==> src/rtl/adder16_arbiter.sv <==
// adder16_arbiter
//   Round-robin arbiter/sequencer sharing one external add/sub unit among NREQ
//   requesters. One operation is accepted at a time. It is issued to the unit,
//   and the registered result is returned on the owner's response channel.
//
//   state | meaning
//   ------+-----------------------------------------------------------
//   IDLE  | arbitrate; grant the round-robin winner and latch its operands
//   ISSUE | op regs drive the unit; capture add_out/add_cout into rsp regs
//   RESP  | present result to owner; leave when the owner asserts rsp_ready
//
// Ports
//   clk, rst_n            clock, asynchronous active-low reset
//   req_valid/req_ready   per-requester operation handshake (ready is one-hot)
//   req_in1/req_in2       packed operands, slice i = [i*WIDTH +: WIDTH]
//   req_as                per-requester select: 0 = add, 1 = subtract
//   rsp_valid/rsp_ready   per-requester response handshake (valid is one-hot)
//   rsp_out/rsp_cout      registered result and carry (1 = no borrow on subtract)
//   add_in1/add_in2/add_as  operands and select to the shared unit
//   add_out/add_cout      result and carry from the shared unit
module adder16_arbiter #(
    parameter int NREQ  = 4,
    parameter int WIDTH = 16
) (
    input  logic                  clk,
    input  logic                  rst_n,
    input  logic [NREQ-1:0]       req_valid,
    output logic [NREQ-1:0]       req_ready,
    input  logic [NREQ*WIDTH-1:0] req_in1,
    input  logic [NREQ*WIDTH-1:0] req_in2,
    input  logic [NREQ-1:0]       req_as,
    output logic [NREQ-1:0]       rsp_valid,
    input  logic [NREQ-1:0]       rsp_ready,
    output logic [WIDTH-1:0]      rsp_out,
    output logic                  rsp_cout,
    output logic [WIDTH-1:0]      add_in1,
    output logic [WIDTH-1:0]      add_in2,
    output logic                  add_as,
    input  logic [WIDTH-1:0]      add_out,
    input  logic                  add_cout
);

    localparam int PW = (NREQ > 1) ? $clog2(NREQ) : 1;

    typedef enum logic [1:0] {
        IDLE  = 2'd0,
        ISSUE = 2'd1,
        RESP  = 2'd2
    } state_t;

    state_t          state;
    logic [PW-1:0]   rr_ptr;
    logic [PW-1:0]   owner;
    logic [PW-1:0]   winner;
    logic            found;
    logic [PW:0]     scan_sum;
    logic [PW-1:0]   next_ptr;
    logic [WIDTH-1:0] op_in1;
    logic [WIDTH-1:0] op_in2;
    logic            op_as;
    logic [WIDTH-1:0] in1_arr [NREQ];
    logic [WIDTH-1:0] in2_arr [NREQ];

    always_comb begin
        for (int i = 0; i < NREQ; i++) begin
            in1_arr[i] = req_in1[i*WIDTH +: WIDTH];
            in2_arr[i] = req_in2[i*WIDTH +: WIDTH];
        end
    end

    // Scan offsets from the highest down so the smallest offset from rr_ptr
    // (the first valid requester in round-robin order) is the last to write.
    always_comb begin
        found    = 1'b0;
        winner   = '0;
        scan_sum = '0;
        for (int k = NREQ - 1; k >= 0; k--) begin
            scan_sum = {1'b0, rr_ptr} + (PW+1)'(k);
            if (scan_sum >= (PW+1)'(NREQ)) begin
                scan_sum = scan_sum - (PW+1)'(NREQ);
            end
            if (req_valid[scan_sum[PW-1:0]]) begin
                found  = 1'b1;
                winner = scan_sum[PW-1:0];
            end
        end
    end

    assign req_ready = (state == IDLE && found) ? (NREQ'(1) << winner) : '0;
    assign next_ptr  = (owner == PW'(NREQ - 1)) ? '0 : owner + PW'(1);

    assign add_in1 = op_in1;
    assign add_in2 = op_in2;
    assign add_as  = op_as;

    always_ff @(posedge clk or negedge rst_n) begin
        if (!rst_n) begin
            state     <= IDLE;
            rr_ptr    <= '0;
            owner     <= '0;
            op_in1    <= '0;
            op_in2    <= '0;
            op_as     <= 1'b0;
            rsp_out   <= '0;
            rsp_cout  <= 1'b0;
            rsp_valid <= '0;
        end else begin
            case (state)
                IDLE: begin
                    if (found) begin
                        op_in1 <= in1_arr[winner];
                        op_in2 <= in2_arr[winner];
                        op_as  <= req_as[winner];
                        owner  <= winner;
                        state  <= ISSUE;
                    end
                end
                ISSUE: begin
                    rsp_out   <= add_out;
                    rsp_cout  <= add_cout;
                    rsp_valid <= NREQ'(1) << owner;
                    state     <= RESP;
                end
                RESP: begin
                    if (rsp_ready[owner]) begin
                        rsp_valid <= '0;
                        rr_ptr    <= next_ptr;
                        state     <= IDLE;
                    end
                end
                default: state <= IDLE;
            endcase
        end
    end

endmodule

==> config.mk <==
export PLATFORM = sky130hd
export DESIGN_NAME = adder16_arbiter
export DESIGN_NICKNAME = d
export VERILOG_FILES = /design/src/rtl/adder16_arbiter.sv
export SDC_FILE = /design/constraint.sdc
export NUM_CORES = 1
export LEC_CHECK = 0
export ABC_CLOCK_PERIOD_IN_PS = 2300
export CAP_MARGIN = 0
export CORE_AREA = 2 2 85 87
export CTS_CLUSTER_DIAMETER = 200
export DETAILED_ROUTE_END_ITERATION = 10
export DIE_AREA = 0 0 87 89
export DONT_BUFFER_PORTS = 1
export GPL_ROUTABILITY_DRIVEN = 0
export PLACE_DENSITY = 0.6
export SYNTH_ARGS = -nofsm -noshare
export SYNTH_HDL_FRONTEND = slang
export SYNTH_SLANG_ARGS = --single-unit
==> constraint.sdc <==
create_clock -name clk -period 2.3 [get_ports clk]
set_input_delay 0.115 -clock clk [delete_from_list [all_inputs] [get_ports clk]]
set_output_delay 0.115 -clock clk [all_outputs]
set_load 0.05 [all_outputs]
---- Word-level counts from Yosys, hierarchy flattened ----
Cells that the tools add are included.
word-level totals
  word-level logic and storage cells ...... 80
  output and inout bits ................... 58
  flip-flop bits (word level) ............. 60
cells by class
  shift operators ......................... 2
  bitwise operators ....................... 1
  equality and inequality tests ........... 5
  order comparisons ....................... 11
  add/subtract/negate cells ............... 8
  mux-type cells .......................... 37
  reduce and logical (&&, ||, !) cells .... 7
operators by type and width
  cell                                                                number
  binary-select mux 16 bit (select 2 bit)                             2
  two-way mux 16 bit                                                  4
  two-way mux 2 bit                                                   11
  < comparator 2 x 3 -> 1 bit (second input constant)                 6
  binary-select mux 1 bit (select 2 bit)                              6
  greater-or-equal comparator 3 bit (second input constant)           4
  two-way mux 1 bit                                                   10
  two-way mux 4 bit                                                   2
  one-hot mux 4 bit (2 select lines)                                  1
  AND reduction 2 bit                                                 4
  left shift 1 x 2 -> 4 bit (first input constant)                    2
  subtractor 2 x 1 -> 2 bit (second input constant)                   4
  adder 2 x 2 -> 3 bit (second input constant)                        2
  one-hot mux 2 bit (3 select lines)                                  1
  == test 2 bit (second input constant)                               2
  inequality test 2 bit (second input constant)                       2
  adder 2 x 1 -> 3 bit (second input constant)                        1
  greater-or-equal comparator 2 x 3 -> 1 bit (second input constant)  1
  inverter 2 -> 3 bit                                                 1
  adder 2 x 1 -> 2 bit (second input constant)                        1
  == test 2 x 1 -> 1 bit (second input constant)                      1
  logical NOT 2 bit                                                   1
  nonzero test 2 bit                                                  1
  logical AND 1 bit                                                   1

---- Logic depth before layout (Yosys ltp) ----
  depth after elaboration ................. 13
  depth in mapped cells ................... 7
  depth with buffers taken out ............ 5

---- Worst setup path before layout ----
No wires, ideal clock.
  path kind ............................... reg-to-output
  from .................................... register state[1]
  to ...................................... output req_ready[1]
  setup slack ............................. 0.232 ns
  data arrival time ....................... 1.953 ns
  path buffers ............................ 3
  stages on the path, launching flop included .. 7
  required time ........................... 2.185 ns
  cells stage by stage .................... dfrtp_1 -> or3_1 -> buf_6 -> a21o_1 -> buf_6 -> buf_6 -> nor2_1
between the ends
  longest elaborated chain between the ends .. 3
ends and longest elaborated chain
  what                    RTL line  RTL
  start, declared         51        state_t state;
  start signal, assigned  98        state <= IDLE;
  start signal, assigned  115       state <= ISSUE;
  start signal, assigned  122       state <= RESP;
  logical NOT 2 bit       89        assign req_ready = (state == IDLE && found) ? (NREQ'(1) << winner) : '0;
  logical AND 1 bit       89
  two-way mux 4 bit       89
  end, declared           28        output logic [NREQ-1:0] req_ready,
No other way between the ends.

---- Worst setup path in the final report ----
  from .................................... register state[1]
  to ...................................... output req_ready[2]
Same word-level chain as after synthesis.

==> impl_metrics.csv <==
group,metric,value,unit
timing,clock.fmax,463,MHz
floorplan,dieArea,7740,sq um
placed_design,port_buffers,0,
placed_design,dp_hpwl,5600,microns
route,wl_per_cell,21.1,microns
timing,worstMarginPinSlew,0.609,ns
clock_tree,clk_pin_slew,0.07,ns
min_path,hp-start,"req_in2[63]",
yosys,yosys.area.top_type_share,45.9,%
power,p_total,6.70,mW
timing,hold_viol,0,
yosys,synth_area,3270,sq um
yosys,synth_edf_count,0,
clock_tree,cts-root-buf,"clkbuf_8",
timing,setup_slack,0.139,ns
worst_setup_path,cp_max_fo,16,
yosys,synth_ff_type,"dfrtp_1",
route,drc_errors,0,
floorplan,dieWidth,87,microns
min_path,hold_class,"input pin to register",
route,drt-total-wl,7910,microns
placed_design,preCtsSetupSlack,0.335,ns
timing,finalClockSkew,0.0104,ns
route,antenna_left,0,
clock_tree,htree_levels,3,
timing,fin_crit_sh,94.0,%
worst_setup_path,cpPeakStageDelay,0.44,ns
layout,final_cells,375,
floorplan,die_y,89,microns
timing,setup_tns,0,ns
yosys,synth_warnings,0,
yosys,synth_cells,272,
worst_setup_path,path_class,"register to primary output",
power,power_frac_clock,13.9,%
global_routing,grt_pass1_vias,2261,
clock_tree,cts_setup_buffers,0,
floorplan,initial_core_util,48.6,%
layout,diodes,0,
route,drt-initial-drc-count,79,
worst_setup_path,startpoint_type,"register",
clock_tree,clock_latency,0.33,ns
yosys,yosys.area.top_type,"dfrtp_1",
timing,setup_violations,0,
clock_tree,numCtsBuffers,9,
floorplan,ios,217,
floorplan,core,6720,sq um
power,combPwrFrac,31.8,%
power,powerDensity,1800,nW/um^2
worst_setup_path,cp-end-kind,"primary output",
timing,drv_slew,0,
route,vias,2301,
clock_tree,cts_buffer_depth,2,
timing,fin_crit,2.16,ns
clock_tree,cts_sinks,60,
layout,final_util,55.4,%
power,power.switching,3.59,mW
worst_setup_path,crit_start,"state[1]",
yosys,netlist_top_cells_area,"dfrtp_1, mux2i_1, o221ai_1, mux2_2, nand2_1",
power,peakVddDrop,0.000896,V
global_routing,grt_overflow_total,0,
route,firstDrtPassIters,4,
layout,layout-drive-gt1-share,16.6,%
global_routing,grt_pass1_wl,11400,microns
layout,syn_to_final_growth,13.9,%
placed_design,placedCellCount,341,
yosys,synth.distinct_cells,31,
global_routing,grt_antenna_before_repair,0,
power,intPower,3.11,mW
worst_setup_path,cp.arrival,2.05,ns
worst_setup_path,r2r_start,"state[1]",
flow_run,maxCapViolations,0,
power,switching_share,53.6,%
timing,rsz0062_at_grt,"false",
yosys,async_reset_ff_share,100,%
route,vias_per_cell,6.14,
global_routing,grt_max_degree,61,
power,seqPwrFrac,54.3,%
timing,relSlewSlack,59.4,%
clock_tree,cts_tree,"yes",
power,leakage,1.77,nW
global_routing,track_usage,19.6,%
layout,fin_nets,454,
worst_setup_path,worstPathCellList,"or3_1 > inv_2 > nand3_2 > nor2b_1 > buf_4",
worst_setup_path,path_delay_family,"simple AND/OR/NAND/NOR gates",
yosys,synth_nets,435,
yosys,avgSynthCellArea,12.0,sq um
yosys,ys_seq_area_share,45.9,%
floorplan,num_rows,30,
worst_setup_path,cpMaxStageDelayCell,"or3_1",
yosys,synth_seq_cells,60,
status,status,"completed",
worst_setup_path,crit_buf_inv,2,
worst_setup_path,cp.required,2.18,ns
## power groups by stage
stage / Clock, mW / Sequential (mW) / Combinational, mW
2_1_floorplan: 0 / 3.51 / 1.84
3_3_place_gp: 0 / 3.66 / 2.06
3_5_place_dp: 0 / 3.65 / 2.12
4_1_cts: 0.958 / 3.64 / 2.16
5_1_grt: 0.994 / 3.69 / 2.37
6_report: 0.929 / 3.64 / 2.13
## layout make-up
| cell class | instances | area [sq um] |
|---|---|---|
| Timing Repair Buffer | 29 | 324 |
| Clock inverter | 4 | 50.0 |
| Clock buffer | 11 | 141 |
| Fill cell | 592 | 3000 |
| Multi-Input combinational cell | 186 | 1590 |
| Tap cell | 80 | 100 |
| Inverter | 5 | 18.8 |
| Sequential cell | 60 | 1500 |
## kinds of logic (layout without fill, tap and decap cells)
family | after synthesis | after routing | share of synthesized area [%]
and+or+nand+nor | 50 | 50 | 6.89
DFF | 60 | 60 | 45.9
buffers and inverters | 26 | 49 | 5.93
adders and majority gates | 4 | 4 | 1.53
AOI/OAI and AO/OA | 46 | 46 | 12.1
muxes | 86 | 86 | 27.6
## routing by layer
layer	routed length (microns)	GRT usage (%)	share of wire, %
met1	3020	22.8	38
met4	96	8.95	1.2
met3	560	4.52	7.1
met2	4240	34.6	54
met5	0	0	0
## stage by stage
stage / hold WS [ns] / instance area (sq um)
floorplan: -0.181 / 3270
global placement: -0.180 / 3320
detailed placement: -0.180 / 3320
CTS: 0.00288 / 3720
global route: 0.0106 / 3720
finish: 0.0168 / 3720
## placed cells by master (no fill, tap or decap), types with 3 or more instances in the layout
cell type	instances
a22o_1	4
buf_12	3
buf_4	6
clkbuf_8	10
dfrtp_1	60
dlygate4sd3_1	18
ha_1	4
inv_1	4
mux2_2	18
mux2i_1	66
nand2_1	36
nor2b_1	5
o221ai_1	33
## Yosys cell counts, types with 2 or more instances
library cell,instances
ha_1,4
dfrtp_1,60
nand2_1,36
buf_1,2
buf_2,2
mux2i_1,66
o221ai_1,33
clkbuf_1,4
nor2_1,2
o21ai_0,2
buf_6,12
inv_1,4
mux2_2,18
o21bai_1,2
nor2b_1,6
a22o_1,4
## path summary, 6_finish.rpt
| path | cells after the start | end | slack (ns) |
|---|---|---|---|
| setup / recovery | 5 | req_ready[2] | 0.14 |
| hold / removal | 2 | add_in2[15] | 0.02 |
| setup reg to reg | 5 | add_in2[8] | 0.45 |
| hold reg to reg | 2 | state[1] | 0.58 |
| max in group asynchronous | 2 | add_in1[6] | 1.71 |
| min in group asynchronous | 2 | rsp_out[12] | 0.30 |
## state kept, by name, indices dropped and copies added (netlist names)
| register | flops |
|---|---|
| owner | 2 |
| add_in1 | 16 |
| add_as | 1 |
| rsp_out | 16 |
| rr_ptr | 2 |
| rsp_valid | 4 |
| state | 2 |
| add_in2 | 16 |
| rsp_cout | 1 |
## repair_timing
item                                    in CTS  in global routing
resized for setup                            0                  1
hold endpoints to repair                    77                  0
hold buffers                                19                  0
endpoints found under the setup margin       0                  2
Power figures use the tool's default switching activity.
